===== src/rtl/uart_rx.sv =====
// uart_rx: 8N1 (or 8E1 with UART_RX_PARITY_EN) serial receiver feeding a
// show-ahead byte FIFO with a valid/ready consumer handshake.
//
// Optional feature macro: UART_RX_PARITY_EN (adds even-parity bit, 8E1).
//
// Ports:
//   clk            in   system clock
//   reset_low      in   synchronous active-low reset
//   rx             in   asynchronous serial line, idles high
//   host_ready     in   consumer accepts host_byte this cycle
//   host_valid     out  FIFO non-empty, host_byte valid
//   host_byte      out  FIFO head byte (0 while empty)
//   framing_error  out  sticky, stop bit sampled low
//   overrun        out  sticky, byte dropped because FIFO full
//   parity_error   out  sticky, parity mismatch (0 unless parity enabled)
module uart_rx #(
    parameter int CLOCK_HZ   = 27_000_000,
    parameter int BAUD       = 115_200,
    parameter int FIFO_DEPTH = 16
) (
    input  logic       clk,
    input  logic       reset_low,
    input  logic       rx,
    input  logic       host_ready,
    output logic       host_valid,
    output logic [7:0] host_byte,
    output logic       framing_error,
    output logic       overrun,
    output logic       parity_error
);

    localparam int CLKS_PER_BIT = CLOCK_HZ / BAUD;
    localparam int BW = $clog2(CLKS_PER_BIT);
    localparam int AW = $clog2(FIFO_DEPTH);
    localparam int CW = AW + 1;
    localparam logic [BW-1:0] LAST_FULL = BW'(CLKS_PER_BIT - 1);
    localparam logic [BW-1:0] LAST_HALF = BW'(CLKS_PER_BIT / 2 - 1);

    typedef enum logic [2:0] {
        S_IDLE,
        S_START,
        S_DATA,
`ifdef UART_RX_PARITY_EN
        S_PARITY,
`endif
        S_STOP
    } state_t;

    state_t r_state;
    state_t w_next;

    logic          r_rx_meta;
    logic          r_rx_s;
    logic          r_rx_prev;
    logic [BW-1:0] r_baud;
    logic [2:0]    r_bit;
    logic [7:0]    r_shift;
    logic          r_ferr;
    logic          r_ovr;

    logic          w_fall;
    logic          w_tick;
    logic          w_shift_en;
    logic          w_stop_smp;
    logic          w_push;
    logic          w_ferr_set;
    logic          w_par_ok;

    logic [7:0]    r_mem [FIFO_DEPTH];
    logic [AW-1:0] r_wr_ptr;
    logic [AW-1:0] r_rd_ptr;
    logic [CW-1:0] r_count;
    logic          w_full;
    logic          w_pop;
    logic          w_wr;

    // Two-flop synchronizer plus one history flop for edge detection.
    always_ff @(posedge clk) begin
        if (!reset_low) begin
            r_rx_meta <= 1'b1;
            r_rx_s    <= 1'b1;
            r_rx_prev <= 1'b1;
        end else begin
            r_rx_meta <= rx;
            r_rx_s    <= r_rx_meta;
            r_rx_prev <= r_rx_s;
        end
    end

    // A held-low line never shows a new 1->0 edge, so a break
    // cannot retrigger the receiver until the line goes high again.
    assign w_fall = r_rx_prev & ~r_rx_s;
    assign w_tick = (r_state == S_START) ? (r_baud == LAST_HALF)
                                         : (r_baud == LAST_FULL);

    // FSM: state register
    always_ff @(posedge clk) begin
        if (!reset_low) begin
            r_state <= S_IDLE;
        end else begin
            r_state <= w_next;
        end
    end

    // FSM: next state
    always_comb begin
        w_next = r_state;
        case (r_state)
            S_IDLE:  if (w_fall) w_next = S_START;
            S_START: if (w_tick) w_next = r_rx_s ? S_IDLE : S_DATA;
            S_DATA: begin
                if (w_tick && (r_bit == 3'd7)) begin
`ifdef UART_RX_PARITY_EN
                    w_next = S_PARITY;
`else
                    w_next = S_STOP;
`endif
                end
            end
`ifdef UART_RX_PARITY_EN
            S_PARITY: if (w_tick) w_next = S_STOP;
`endif
            S_STOP:  if (w_tick) w_next = S_IDLE;
            default: w_next = S_IDLE;
        endcase
    end

    // FSM: outputs
    always_comb begin
        w_shift_en = (r_state == S_DATA) && w_tick;
        w_stop_smp = (r_state == S_STOP) && w_tick;
        w_push     = w_stop_smp && r_rx_s && w_par_ok;
        w_ferr_set = w_stop_smp && !r_rx_s;
    end

    // Baud timing, bit count and LSB-first shift register
    always_ff @(posedge clk) begin
        if (!reset_low) begin
            r_baud  <= '0;
            r_bit   <= 3'd0;
            r_shift <= 8'h00;
        end else begin
            if ((r_state == S_IDLE) || w_tick) begin
                r_baud <= '0;
            end else begin
                r_baud <= r_baud + BW'(1);
            end
            if (r_state == S_START) begin
                r_bit <= 3'd0;
            end else if (w_shift_en) begin
                r_bit <= r_bit + 3'd1;
            end
            if (w_shift_en) begin
                r_shift <= {r_rx_s, r_shift[7:1]};
            end
        end
    end

`ifdef UART_RX_PARITY_EN
    logic r_par_bad;
    logic r_perr;
    logic w_par_smp;

    assign w_par_smp = (r_state == S_PARITY) && w_tick;
    assign w_par_ok  = !r_par_bad;

    // Even parity: XOR over data plus parity bit must be 0.
    always_ff @(posedge clk) begin
        if (!reset_low) begin
            r_par_bad <= 1'b0;
            r_perr    <= 1'b0;
        end else if (w_par_smp) begin
            r_par_bad <= ^{r_shift, r_rx_s};
            if (^{r_shift, r_rx_s}) begin
                r_perr <= 1'b1;
            end
        end
    end

    assign parity_error = r_perr;
`else
    assign w_par_ok     = 1'b1;
    assign parity_error = 1'b0;
`endif

    // Show-ahead FIFO; a push into a full FIFO is accepted only when
    // the head is being popped on the same edge.
    assign host_valid = (r_count != '0);
    assign w_full     = (r_count == CW'(FIFO_DEPTH));
    assign w_pop      = host_valid && host_ready;
    assign w_wr       = w_push && (!w_full || w_pop);
    assign host_byte  = host_valid ? r_mem[r_rd_ptr] : 8'h00;

    always_ff @(posedge clk) begin
        if (w_wr) begin
            r_mem[r_wr_ptr] <= r_shift;
        end
    end

    always_ff @(posedge clk) begin
        if (!reset_low) begin
            r_wr_ptr <= '0;
            r_rd_ptr <= '0;
            r_count  <= '0;
            r_ferr   <= 1'b0;
            r_ovr    <= 1'b0;
        end else begin
            if (w_wr) begin
                r_wr_ptr <= r_wr_ptr + AW'(1);
            end
            if (w_pop) begin
                r_rd_ptr <= r_rd_ptr + AW'(1);
            end
            if (w_wr && !w_pop) begin
                r_count <= r_count + CW'(1);
            end else if (w_pop && !w_wr) begin
                r_count <= r_count - CW'(1);
            end
            if (w_ferr_set) begin
                r_ferr <= 1'b1;
            end
            if (w_push && w_full && !w_pop) begin
                r_ovr <= 1'b1;
            end
        end
    end

    assign framing_error = r_ferr;
    assign overrun       = r_ovr;

endmodule

===== config.mk =====
export PLATFORM = sky130hd
export DESIGN_NAME = uart_rx
export DESIGN_NICKNAME = d
export VERILOG_FILES = /design/src/rtl/uart_rx.sv
export SDC_FILE = /design/constraint.sdc
export NUM_CORES = 1
export LEC_CHECK = 0
export CAP_MARGIN = 20
export CORE_MARGIN = 3
export CORE_UTILIZATION = 55
export CTS_CLUSTER_SIZE = 20
export DETAILED_ROUTE_END_ITERATION = 8
export DONT_BUFFER_PORTS = 1
export PLACE_DENSITY = 0.7
export SLEW_MARGIN = 10
export SYNTH_ARGS = -nofsm -noshare
export SYNTH_HDL_FRONTEND = slang
export SYNTH_SLANG_ARGS = --single-unit

===== constraint.sdc =====
create_clock -name clk -period 3.8 [get_ports clk]
set_input_delay 1.14 -clock clk [delete_from_list [all_inputs] [get_ports clk]]
set_output_delay 1.14 -clock clk [all_outputs]
set_load 0.1 [all_outputs]

# Word level (Yosys, flattened, before mapping)
# Memory sizes are Yosys's and may differ from the RTL's. A register that Yosys moved wholly into a read port is not among the register bits.
# Index checks and enable logic that the tools add are counted.
[totals]
reg_bits = 40
latch_bits = 0
ramBits = 128
romBits = 0
inputBits = 4
out_inout_bits = 12
word_cells = 70
mem_count = 1
[op_classes]
addsub = 6
multipliers = 0
div_mod_pow = 0
magnitude_cmp = 0
eq_ne = 11
shifts = 0
n_mux = 14
bitwise = 3
reduce_logical = 23
[memory_table]
columns = ["name", "words", "word_bits", "rd", "rd_ports_with_merged_regs", "wr", "line", "rtl"]
rows = [
  ["r_mem", 16, 8, 1, 1, 1, "69", "logic [7:0] r_mem [FIFO_DEPTH];"],
]
[op_table]
columns = ["operator", "n"]
rows = [
  ["$mux 3", 4],
  ["$pmux 3 s4", 1],
  ["$logic_and 1x1->1", 11],
  ["$mux 5", 2],
  ["$add 4x1->4 const B", 2],
  ["$add 8x1->8 const B", 1],
  ["$eq 8x7->1 const B", 1],
  ["$eq 8x8->1 const B", 1],
  ["$mux 4", 2],
  ["$mux 8", 1],
  ["$ne 2x2->1 const B", 4],
  ["$eq 3x2->1 const B", 2],
  ["$add 5x1->5 const B", 1],
  ["$eq 5x5->1 const B", 1],
  ["$reduce_bool 5->1", 1],
  ["$sub 5x1->5 const B", 1],
  ["$logic_not 1->1", 4],
  ["$reduce_and 4->1", 1],
  ["$reduce_or 2->1", 2],
  ["$add 3x1->3 const B", 1],
  ["$eq 3x1->1 const B", 1],
  ["$eq 3x3->1 const B", 1],
  ["$logic_not 3->1", 1],
  ["$mux 1", 3],
  ["5 further kinds", 7],
]

# Longest topological paths before layout
# Gate-level depths: netlist of the first run.
[logic_depth]
depth_word = 9
depth_mapped = 12
depth_no_buf = 10

# Least setup slack after synthesis of the first run
# OpenSTA, ideal clock, no wires.
[synth_timing]
kind = "reg-to-output"
startpoint = "register with a tool-made name"
endpoint = "output port host_byte[5]"
t_arrival_ns = 3.563
t_required_ns = 2.660
path_slack_ns = -0.903
stages_incl_launch_ff = 6
path_buffers = 2
cell_sequence = "dfxtp_1 clkbuf_1 clkbuf_1 mux4_2 a211oi_1 a211oi_1"
[synth_lines]
columns = ["element", "line", "rtl"]
rows = [
  ["end: declaration", "26", "output logic [7:0] host_byte,"],
]

==> impl_summary.md, run 1 <==
Logic synthesis
The flip-flop cell with the highest count after synthesis is edfxtp_1. Yosys mapped the design onto 45 distinct sky130hd cell types. Of the synthesized area, sequential elements account for between 60 and 70%.

Sorting the synthesized cells by area gives the leading types as edfxtp_1 (55%), dfxtp_1 (12%), mux4_2 (10%). The number of instances in the synthesized netlist is about 440. During synthesis, Yosys emitted a total of 0 warnings. The synthesized netlist devotes under 10% of its cell area to simple gates. The flop and latch count out of synthesis is about 170. For this run, asynchronously set or reset flops after synthesis account for 0%. The proportion of netlist area held by the largest area contributor is 55.0%. The synthesized design contains ~130 enable-type register cells.

Of all cell types, the one taking the most synthesized area is edfxtp_1. Of the total synthesized cell area, the portion taken by full adders, half adders and majority gates is 2.43%. In the synthesized netlist, mux cells make up between 10% and 20% of the area. A synthesized cell averages around 16 um^2. The synthesized netlist devotes between 5 and 6% of its cell area to compound gates.

The main combinational cell family by area after synthesis is multiplexers. The total standard cell area after synthesis is between 6000 and 7000 um^2. The net count after synthesis is 460.

The xor/xnor share of the synthesized area is around 1.4%.

CTS
Buffers inserted to repair hold after CTS numbered 0. The maximum clock path buffer count is 2. Post-CTS timing repair inserted 0 buffers for setup. The later pin in the worst-skew pair is clocked with a latency of 430 ps. Buffers inserted during clock tree synthesis total 17. The CTS root buffer is clkbuf_16. The clock net in this run drives a total of around 170 sinks. The TritonCTS clock tree is built. Gates resized during post-CTS repair numbered 1. The H-tree was split into 4 levels. After clock tree synthesis, the clock-pin slew on the worst setup and hold paths is roughly 60 ps.

Worst hold path
The worst min-delay path class is reg -> reg. Along the worst hold path, the cell count comes to 1.

Setup path
The delay contributed by the slowest stage of the critical path is 570 ps. The data required time of the worst path is about 2700 ps. The critical path contains buffers and inverters numbering 2 combined. The number of cells on the worst reg-to-reg path is 9.

The kind of end point of the critical path is an output port. The largest individual stage delay along the critical path comes from the cell dfxtp_1. The logic depth of the worst path, buffers included is 5.

Of all nets on the critical path, the largest fanout is 16. The minimum setup slack among reg-to-reg paths is around 680 ps. For the worst setup path, the data arrival time is between 2000 and 2500 ps. The critical path goes through buf_4 > mux4_2 > a211oi_1 > a211oi_4 > buf_12. The type of element launching the critical path is a flip-flop. The worst setup path is of the reg -> out kind. The kind of cell with the highest combined delay along the critical path is flip-flops.

GRT
The first-pass GRT wire length is between 20000 and 25000 um. The via count of the first global-routing pass is around 3800. Across every metal layer, demand over resource in global routing totals approximately 20%.

The largest net degree at the start of global routing is 33. After global routing the overflow that remains totals 0. The number of antenna violations at the first check in global routing came to 0.

Cells and area
From synthesis to final layout, the design area changed by 15.4%. The diode insertion count for antenna repair is 0. After filler insertion, the fill cell instance count of the layout stands at around 860. The final cell area excluding filler cells is between 8000 and 9000 um^2. The share of final-layout standard cells stronger than drive strength 1 is 20.9%. The final net count is around 470.

Pwr
The analysis attributes to cell leakage a power of 0.00288 uW. The fraction of power spent switching nets is between 10% and 20%. IR analysis of the VDD net gives a maximum drop of 0.000245 V. Sequential cells burn 52.4% of the power. The net load switching power is roughly 740 uW. For this design the ratio of total power to cell area is 469 nW/um^2. The relative contribution of combinational cells to total power is 0.4%. Per report_power, the clock group accounts for between 40 and 50% of the total. The internal portion of the total power is about 3000 uW.

STA
The number of hold-slack violations in the final timing report is 0. The slew at the pin closest to its max-slew limit is roughly 970 ps. Setup violations remaining at the end of the flow were counted as 0. The max-slew violation total from the final report is 0. Setup repair after global routing left no endpoint under its margin.

The final clock period utilization by the worst path is between 90 and 100%. Based on the critical path, the design can be clocked at up to approximately 280 MHz. The minimum clock period is roughly 3600 ps. Summed over all failing endpoints, the final setup total negative slack is 0 ps.

The clock arrives with slightly below 9 ps of skew. The worst-case headroom to the max-slew limit is approximately a third.

Floorplanning
The boundary pin count is 16. The die covers 14100 um^2. The die boundary height is 119 um. The floorplan step defined a core boundary enclosing ~12000 um^2. Once the floorplan was initialized, standard cells occupied 57.2% of the core. The die extent in x is approximately 120 um.

The number of core rows is 40.

Route
The first TritonRoute pass finished after 4 iterations. After detailed routing, the number of remaining DRC violations is 0. After the first detailed-routing iteration, the DRC count stood at between 200 and 300. The remaining number of nets flagged by the antenna check after routing is 0. The routed layout has 3707 vias. The final routed wire length divided by cell count is 20.5 um. Summed over all layers, the routed wires come to between 10000 and 15000 um.

The ratio of routed vias to standard cells is a little under 6.

Placed design
The routability-driven placement congestion ratio is between 0.7 and 0.8. The wire-length estimate of the detail-placed layout is roughly 8400 um. The quantity of I/O buffers inserted on ports is 0. In this run the cell area measured after placement is 7440 um^2.

Outcome
The run finished with clean final reports.

Run
Max-cap violations in this run came to 0.
## layer usage
layer | wire length [um] | global-route usage (%) | up-vias
met5 | 0 | 0 | -
met4 | 212 | 9.20 | 0
met3 | 850 | 4.55 | 21
met2 | 6400 | 31.0 | 102
met1 | 5580 | 27.5 | 1835
li1 | - | - | 1749
## path summary, 6_finish.rpt
| path | start | endpoint |
|---|---|---|
| worst max-delay path | flip-flop | host_byte[6] |
| worst min-delay path | r_rx_meta$_SDFF_PN1_ | r_rx_s$_SDFF_PN1_ |
| worst max register to register | r_count[0]$_SDFFE_PN0P_ | r_count[4]$_SDFFE_PN0P_ |
| worst min register to register | r_rx_meta$_SDFF_PN1_ | r_rx_s$_SDFF_PN1_ |
## flip-flops by register name, summed over array words and instances, names as in the netlist, 2 cells and up, named ones only
register  cells
r_baud        8
r_bit         3
r_count       5
r_mem       128
r_rd_ptr      4
r_shift       8
r_state       2
r_wr_ptr      4
## cells in the final DEF, fill, tap and decap left out, types with 4 or more instances in the layout
cell       instances
edfxtp_1         128
dfxtp_1           42
mux4_2            32
nor2_1            25
nand2_1           22
clkbuf_16         19
nand3_1           13
mux2i_1           13
a21oi_1           13
inv_1             12
o21ai_0           12
ha_1              12
buf_4             12
and4b_1           10
a211oi_1           9
nor2b_1            8
a211oi_4           8
buf_12             8
xor2_1             6
and4_1             5
xnor2_1            5
inv_6              5
nor4bb_1           4
nand2b_1           4
o21a_1             4
## kinds of logic (layout without fill, tap and decap cells)
kind of cell | after synthesis | after routing
DFF | 171 | 171
and+or+nand+nor | 109 | 109
AOI/OAI and AO/OA | 55 | 55
muxes | 45 | 45
buffers and inverters | 38 | 64
adders and majority gates | 13 | 13
xor gates and xnor gates | 11 | 11
other | 1 | 1
## Yosys cell counts (4+ instances only)
library cell and n:
edfxtp_1 128, dfxtp_1 43, mux4_2 32, nor2_1 26, nand2_1 22, a211oi_1 17
a21oi_1 13, clkbuf_1 13, mux2i_1 13, nand3_1 13, ha_1 12, inv_1 12
o21ai_0 12, and4b_1 10, buf_2 8, nor2b_1 8, xor2_1 6, and4_1 5
xnor2_1 5, nand2b_1 4, nor4bb_1 4, o21a_1 4
## worst reg2reg max path, stage by stage, from the launching register on
cell and delay, ps:
dfxtp_1 340, or4_1 680, o311ai_4 390, nor2_4 160
ha_1 270, fa_1 410, nand2b_1 170, a21oi_1 180
mux2i_1 260, mux2i_1 190
## power by group through the flow
stage	Sequential, uW	Clock (uW)	Combinational [uW]
after floorplan	2020	0	17.2
after global placement	2020	0	14.0
after detailed placement	2020	0	14.4
after CTS	1980	1820	14.5
after global routing	1980	1900	15.9
final	1980	1790	14.4
## through the flow
stage                     setup slack, ps  cells  hold WS, ps  power, uW  util [%]
after CTS                             105    637          423       3820      66.1
final                                 194    637          417       3780      66.1
after detailed placement              474    605          403       2040      60.9
after global placement                497    605          399       2040      60.9
after global routing                 3.67    637          442       3900      66.1
after floorplan                      50.2    443          386       2040         -
## area by class of cell
type,instances,area [um^2],area share (%)
clock buffer,19,475,5.89
clock inverter,13,148,1.83
inverter,12,45.0,0.558
multi-input combinational,234,2230,27.6
sequential,171,4710,58.4
tap,168,210,2.61
timing repair buffer,20,250,3.10
Power figures use the tool's default switching activity.
==> run 2, diff against run 1 <==
==> constraint.sdc (replaced) <==
create_clock -name clk -period 4.2 [get_ports clk]
set_input_delay 1.26 -clock clk [delete_from_list [all_inputs] [get_ports clk]]
set_output_delay 1.26 -clock clk [all_outputs]
set_load 0.1 [all_outputs]
==> impl_summary.md, run 2 (same netlist as run 1, synthesis figures left out) <==
Outcome
The run finished with clean final reports.

Route
The ratio of routed vias to standard cells is 5.81 (-0.17%). The remaining number of nets flagged by the antenna check after routing is 0 (unchanged). The via count of the routed design is 3695 (-0.32%). The total wirelength of the detailed-routed design is 12900 um (-0.72%).

The number of design rule violations left after detail routing came to 0 (unchanged). The number of DRC markers after the initial detailed-route iteration is 409 (+52%). The met3 wire length was 750 um (-12%). The sum of met2 wire segment lengths after detailed routing was 6690 um (+4.5%). The final routed wire length divided by cell count was 20.4 um (-0.56%).

The wire length on met1 is 5350 um (-4.1%). Signal routing reaches up to met4. The number of detailed-routing iterations run before antenna repair is 4 (unchanged).

STA
The total negative slack is 0 ps (unchanged). Setup repair after global routing left no endpoint under its margin. After layout, the minimum clock period comes to between 3000 and 4000 ps. The final clock period utilization by the worst path is between 90 and 100%.

The final setup violation count came to 0 (unchanged). The number of hold-slack violations in the final timing report is 0 (unchanged). The worst hold margin came to 409 ps (-8.77 ps). The worst-case headroom to the max-slew limit was 30.0% (-5.0 points). The slew at the pin closest to its max-slew limit was 1050 ps (+74.2 ps). The highest attainable clock frequency is 256 MHz.

The max-slew violation total from the final report was 0 (unchanged). The worst-case clock skew is 9.73 ps (+1.06 ps).

Setup path
The kind of end point of the critical path is an output port. The largest driver fanout on the critical path is 16 (unchanged). The top cell family by delay on the critical path is compound AO/OA/AOI/OAI gates.

The type of element launching the critical path is a flip-flop. The slowest stage of the critical path is the a211oi_1 cell. The buffering stage count on the worst path with inverters included is 2 (unchanged). The delay contributed by the slowest stage of the critical path is 520 ps (-50 ps). By startpoint and endpoint, the worst setup path is classified as reg -> out.

The signal on the critical path passes through buf_12 > mux4_2 > nor2b_1 > a211oi_1 > a211oi_4 > buf_4. The data arrival time of the worst path is 2650 ps (+180 ps). The data required time of the worst path was 2940 ps (+280 ps).

CTS
Clock tree synthesis selected as its root buffer the cell clkbuf_16. TritonCTS built the clock tree. The post-CTS setup-driven buffer insertion count is 0 (unchanged).

The number of hold buffers added after CTS is 0 (unchanged). The total number of clock tree sinks is 171 (unchanged). The clock-pin slew reported for the worst setup and hold paths after clock tree synthesis is 60 ps (about the same). The insertion delay to the later sink of the worst-skew pair is 420 ps (about the same). The number of CTS-inserted buffers is 17 (unchanged). The H-tree depth is 4 (unchanged). The maximum clock path buffer count was 2 (unchanged). The post-cts gate resize count is 0 (-1).

Placed design
The quantity of I/O buffers inserted on ports is 0 (unchanged). The number of cells after detailed placement came to 604 (-0.17%). The placed wire-length estimate is 8240 um (-1.7%). The routability-driven placement congestion ratio is 0.757 (-4.3%).

Floorplanning
The area enclosed by the die boundary is 14100 um^2 (unchanged). The die extent in x is 119 um (unchanged). The initial core utilization was 57.2% (unchanged).

The die boundary height came to 119 um (unchanged). The boundary pin count is 16 (unchanged). The number of core rows came to 40 (unchanged). The area of the core was 12200 um^2 (unchanged).

Pwr
The power per unit of standard cell area is 416 nW/um^2 (-11%). The static leakage is 0.00281 uW (-2.2%). The maximum VDD drop is 0.000284 V (+16%).

Cells and area
The number of flip-flops under the largest register name is 128 (unchanged). The filler cell count is 892 (+3.4%). The library cells used most frequently in the layout, excluding fill and tap cells, are edfxtp_1 (128), dfxtp_1 (42), mux4_2 (32), nor2_1 (25), nand2_1 (22).

From synthesis to final layout, the design area changed by 13.1%. The final net count came to 472 (-0.21%). The filler-free cell count of the finished design is 636 (-0.16%).

The diode insertion count for antenna repair is 0 (unchanged). More flip-flops sit in one register than any other, and that register is r_mem. The area taken by flip-flops and latches came to 4710 um^2 (about the same).

The multi-input logic area is 2230 um^2 (unchanged). The share of final-layout standard cells stronger than drive strength 1 is 19.7% (-1.2 points). The most frequent standard cell in the layout excluding fill and tap cells is edfxtp_1. In the final layout, the registers with the most flip-flops are r_mem x128, r_baud x8, r_shift x8.

GRT
The leftover overflow at the end of global routing is 0 (unchanged). The largest net degree at the start of global routing is 33 (unchanged). The via count of the first global-routing pass is 3711 (-2.3%). The number of antenna violations at the first check in global routing came to 0 (unchanged).

The total global routing track utilization is 19.7% (-0.39 points). The first-pass GRT wire length is 20900 um (-1.0%).

Worst hold path
The worst min-delay path class is reg -> reg.

Run
The number of max-capacitance violations reported was 0 (unchanged).
==> run 2: changes by cell type in the layout (fill, tap and decap cells not counted), moves of 3 or more <==
cell | before | now
buf_12 | 8 | 1
clkinv_1 | 0 | 5
inv_6 | 5 | 1
buf_4 | 12 | 18
clkinv_2 | 1 | 4
==> run 2: path summary, 6_finish.rpt <==
path / startpoint / endpoint / slack, ps / cells past startpoint
worst max-delay path: flip-flop / host_byte[7] / 290 / 6
worst min-delay path: r_rx_meta$_SDFF_PN1_ / r_rx_s$_SDFF_PN1_ / 410 / 1
worst max register to register: r_count[0]$_SDFFE_PN0P_ / r_count[4]$_SDFFE_PN0P_ / 1140 / 9
worst min register to register: r_rx_meta$_SDFF_PN1_ / r_rx_s$_SDFF_PN1_ / 410 / 1
==> run 2: area by class of cell <==
cell class	count	share of cell area, %
clock inverter	15	1.66
tap	168	2.66
multi-input combinational	234	28.2
timing repair buffer	19	1.96
sequential	171	59.5
inverter	12	0.570
clock buffer	17	5.38
==> run 2: stage by stage <==
step / area, um^2 / setup slack, ps / total power [uW] / utilization, %
2_1_floorplan: 7030 / 330 / 1850 / -
3_3_place_gp: 7350 / 752 / 1840 / 60.2
3_5_place_dp: 7350 / 720 / 1850 / 60.2
4_1_cts: 7900 / 258 / 3300 / 64.7
5_1_grt: 7900 / 202 / 3390 / 64.7
6_report: 7900 / 290 / 3280 / 64.7
==> run 2: worst register-to-register path, cell delays in order, from the launching register on <==
cell	delay [ps]
dfxtp_1	340
or4_1	670
o311ai_4	390
nor2_4	160
ha_1	280
fa_1	410
nand2b_1	170
a21oi_1	160
mux2i_1	240
mux2i_1	190
==> run 2: power breakdown <==
part	internal, uW	switching (uW)	leakage, uW	total (uW)
clock network	861	614	0.000270	1480
logic	3.38	9.53	0.000744	12.9
registers	1790	2.80	0.00180	1800
==> run 2: metal layers <==
metal / track usage, % / vias to the layer above
li1: - / 1740
met1: 26.2 / 1857
met2: 31.4 / 89
met3: 5.79 / 9
met4: 6.59 / 0
met5: 0 / -
==> run 3, diff against run 2 <==
--- a/config.mk
+++ b/config.mk
@@ -12,6 +12,7 @@
 export DETAILED_ROUTE_END_ITERATION = 8
 export DONT_BUFFER_PORTS = 1
 export PLACE_DENSITY = 0.7
+export RECOVER_POWER = 100
 export SLEW_MARGIN = 10
 export SYNTH_ARGS = -nofsm -noshare
 export SYNTH_HDL_FRONTEND = slang
==> impl_summary.md, run 3 (same netlist as run 1, synthesis figures left out) <==
Route
The remaining number of nets flagged by the antenna check after routing is 0 (unchanged). The number of DRC markers after the initial detailed-route iteration is 406 (-0.73%). The number of design rule violations left after detail routing is 0 (unchanged). The ratio of routed vias to standard cells was 5.83 (+0.38%). The final routed wire length divided by cell count is 20.4 um (+0.39%). The number of detailed-routing iterations run before antenna repair is 4 (unchanged). The total wirelength of the detailed-routed design is 13000 um (+0.39%). The via count of the routed design was 3709 (+0.38%).

CTS
The maximum clock path buffer count is 2 (unchanged). The insertion delay to the later sink of the worst-skew pair is 420 ps (about the same). The clock-pin slew reported for the worst setup and hold paths after clock tree synthesis is 60 ps (about the same).

The H-tree depth is 4 (unchanged). TritonCTS built the clock tree. The post-CTS setup-driven buffer insertion count is 0 (unchanged). The number of hold buffers added after CTS came to 0 (unchanged). The post-cts gate resize count was 0 (unchanged). The number of CTS-inserted buffers came to 17 (unchanged). The total number of clock tree sinks came to 171 (unchanged).

The CTS root buffer is clkbuf_16.

STA
The worst-case clock skew is 5.96 ps (-3.76 ps). The final clock period utilization by the worst path is 94.2% (+1.1 points). The slew at the pin closest to its max-slew limit was 1080 ps (+36.5 ps). The number of hold-slack violations in the final timing report is 0 (unchanged).

The highest attainable clock frequency is 253 MHz (-1.2%). Setup repair after global routing left no endpoint under its margin. The total negative slack is 0 ps (unchanged). The final setup violation count is 0 (unchanged). The max-slew violation total from the final report was 0 (unchanged). The worst-case headroom to the max-slew limit is 27.4% (-2.5 points).

The minimum clock period came to 3960 ps (+48.2 ps).

Setup path
STA classifies the critical path startpoint as a flip-flop. The kind of end point of the critical path is an output port. The buffering stage count on the worst path with inverters included is 2 (unchanged). The delay contributed by the slowest stage of the critical path is 520 ps (about the same).

The worst setup path is of the reg -> out kind. The largest driver fanout on the critical path came to 16 (unchanged). Among cell families on the critical path, the largest total delay comes from compound AO/OA/AOI/OAI gates. The data arrival time of the worst path is 2700 ps (+50 ps). The signal on the critical path passes through buf_12 > mux4_2 > nor2b_1 > a211oi_1 > a211oi_4 > buf_2. The worst-path cell with the longest stage delay is a211oi_1. The data required time of the worst path is 2940 ps (about the same).

Cells and area
The share of final-layout standard cells stronger than drive strength 1 is 18.8% (-0.85 points). The share of the core filled with cells was 64.4% (-0.30 points). The final cell area excluding filler cells is 7870 um^2 (-0.46%). The library cell used most frequently in the layout, excluding fill and tap cells, is edfxtp_1. The area overhead of the layout relative to synthesis is 12.5%. The library cells used most frequently in the layout, excluding fill and tap cells, are edfxtp_1 (128), dfxtp_1 (42), mux4_2 (32), nor2_1 (26), nand2_1 (22).

The number of flip-flops under the largest register name is 128 (unchanged). The largest registers in the layout are r_mem x128, r_baud x8, r_shift x8. The final net count came to 472 (unchanged). The diode insertion count for antenna repair is 0 (unchanged). Ranked by flip-flop count, first place goes to r_mem.

Floorplanning
The area enclosed by the die boundary came to 14100 um^2 (unchanged). The boundary pin count is 16 (unchanged). The die boundary height is 119 um (unchanged). The die extent in x is 119 um (unchanged). The initial core utilization is 57.2% (unchanged).

The number of core rows came to 40 (unchanged). The area of the core came to 12200 um^2 (unchanged).

Outcome
The flow ran to the end, and the final reports show no timing, DRC or antenna violations.

Pwr
The maximum VDD drop is 0.000284 V (about the same). The power per unit of standard cell area came to 417 nW/um^2 (+0.39%). The static leakage is 0.00280 uW (-0.55%).

Placed design
The cell area after placement is 7350 um^2 (unchanged). The quantity of I/O buffers inserted on ports is 0 (unchanged). The routability-driven placement congestion ratio came to 0.757 (unchanged).

The placed wire-length estimate is 8240 um (unchanged).

GRT
The total global routing track utilization is 19.7% (unchanged). The first-pass GRT wire length is 20900 um (unchanged). The via count of the first global-routing pass was 3711 (unchanged). The largest net degree at the start of global routing is 33 (unchanged). The number of antenna violations at the first check in global routing is 0 (unchanged).

The leftover overflow at the end of global routing is 0 (unchanged).

Run
The number of max-capacitance violations reported is 0 (unchanged).

Worst hold path
The worst min-delay path class is reg -> reg.
-- run 3: power by group --
| group | internal, uW | switching, uW |
|---|---|---|
| Combinational | 3.35 | 9.34 |
| Sequential | 1790 | 2.80 |
| Clock | 862 | 611 |
-- run 3: final timing paths --
check	startpoint	to	slack, ps	cells past startpoint
min	r_rx_meta$_SDFF_PN1_	r_rx_s$_SDFF_PN1_	410	1
max	flip-flop	host_byte[7]	240	6
min reg2reg	r_rx_meta$_SDFF_PN1_	r_rx_s$_SDFF_PN1_	410	1
max reg2reg	r_baud[0]$_SDFF_PP0_	r_count[3]$_SDFFE_PN0P_	690	10
-- run 3: area by class of cell --
cell class / count / area [um^2]
fill: 901 / 4350
inverter: 12 / 45.0
sequential: 171 / 4710
clock buffer: 17 / 425
timing repair buffer: 19 / 126
tap: 168 / 210
multi-input combinational: 234 / 2220
clock inverter: 15 / 131
-- run 3: routing by layer --
metal	track usage, %	vias to the layer above	share of wire (%)
li1	-	1744	-
met1	26.2	1865	42
met2	31.4	92	51
met3	5.79	8	5.3
met4	6.59	0	1.2
met5	0	-	0
-- run 3: through the flow --
step | worst slack, ps | std cells | hold slack [ps] | total power, uW
finish | 242 | 636 | 408 | 3280
global route | 134 | 636 | 420 | 3390
CTS | 258 | 636 | 412 | 3300
detailed placement | 720 | 604 | 398 | 1850
global placement | 752 | 604 | 403 | 1840
floorplan | 330 | 443 | 386 | 1850
-- run 3: worst register-to-register path, cell delays in order, from the launching register on --
cell and delay [ps]:
dfxtp_1 450, and4b_1 320, nand3_1 240, nor2_1 900, ha_1 360, inv_1 110, ha_1 290, a21o_1 170
a21oi_1 180, nor4_1 60, a311o_1 320
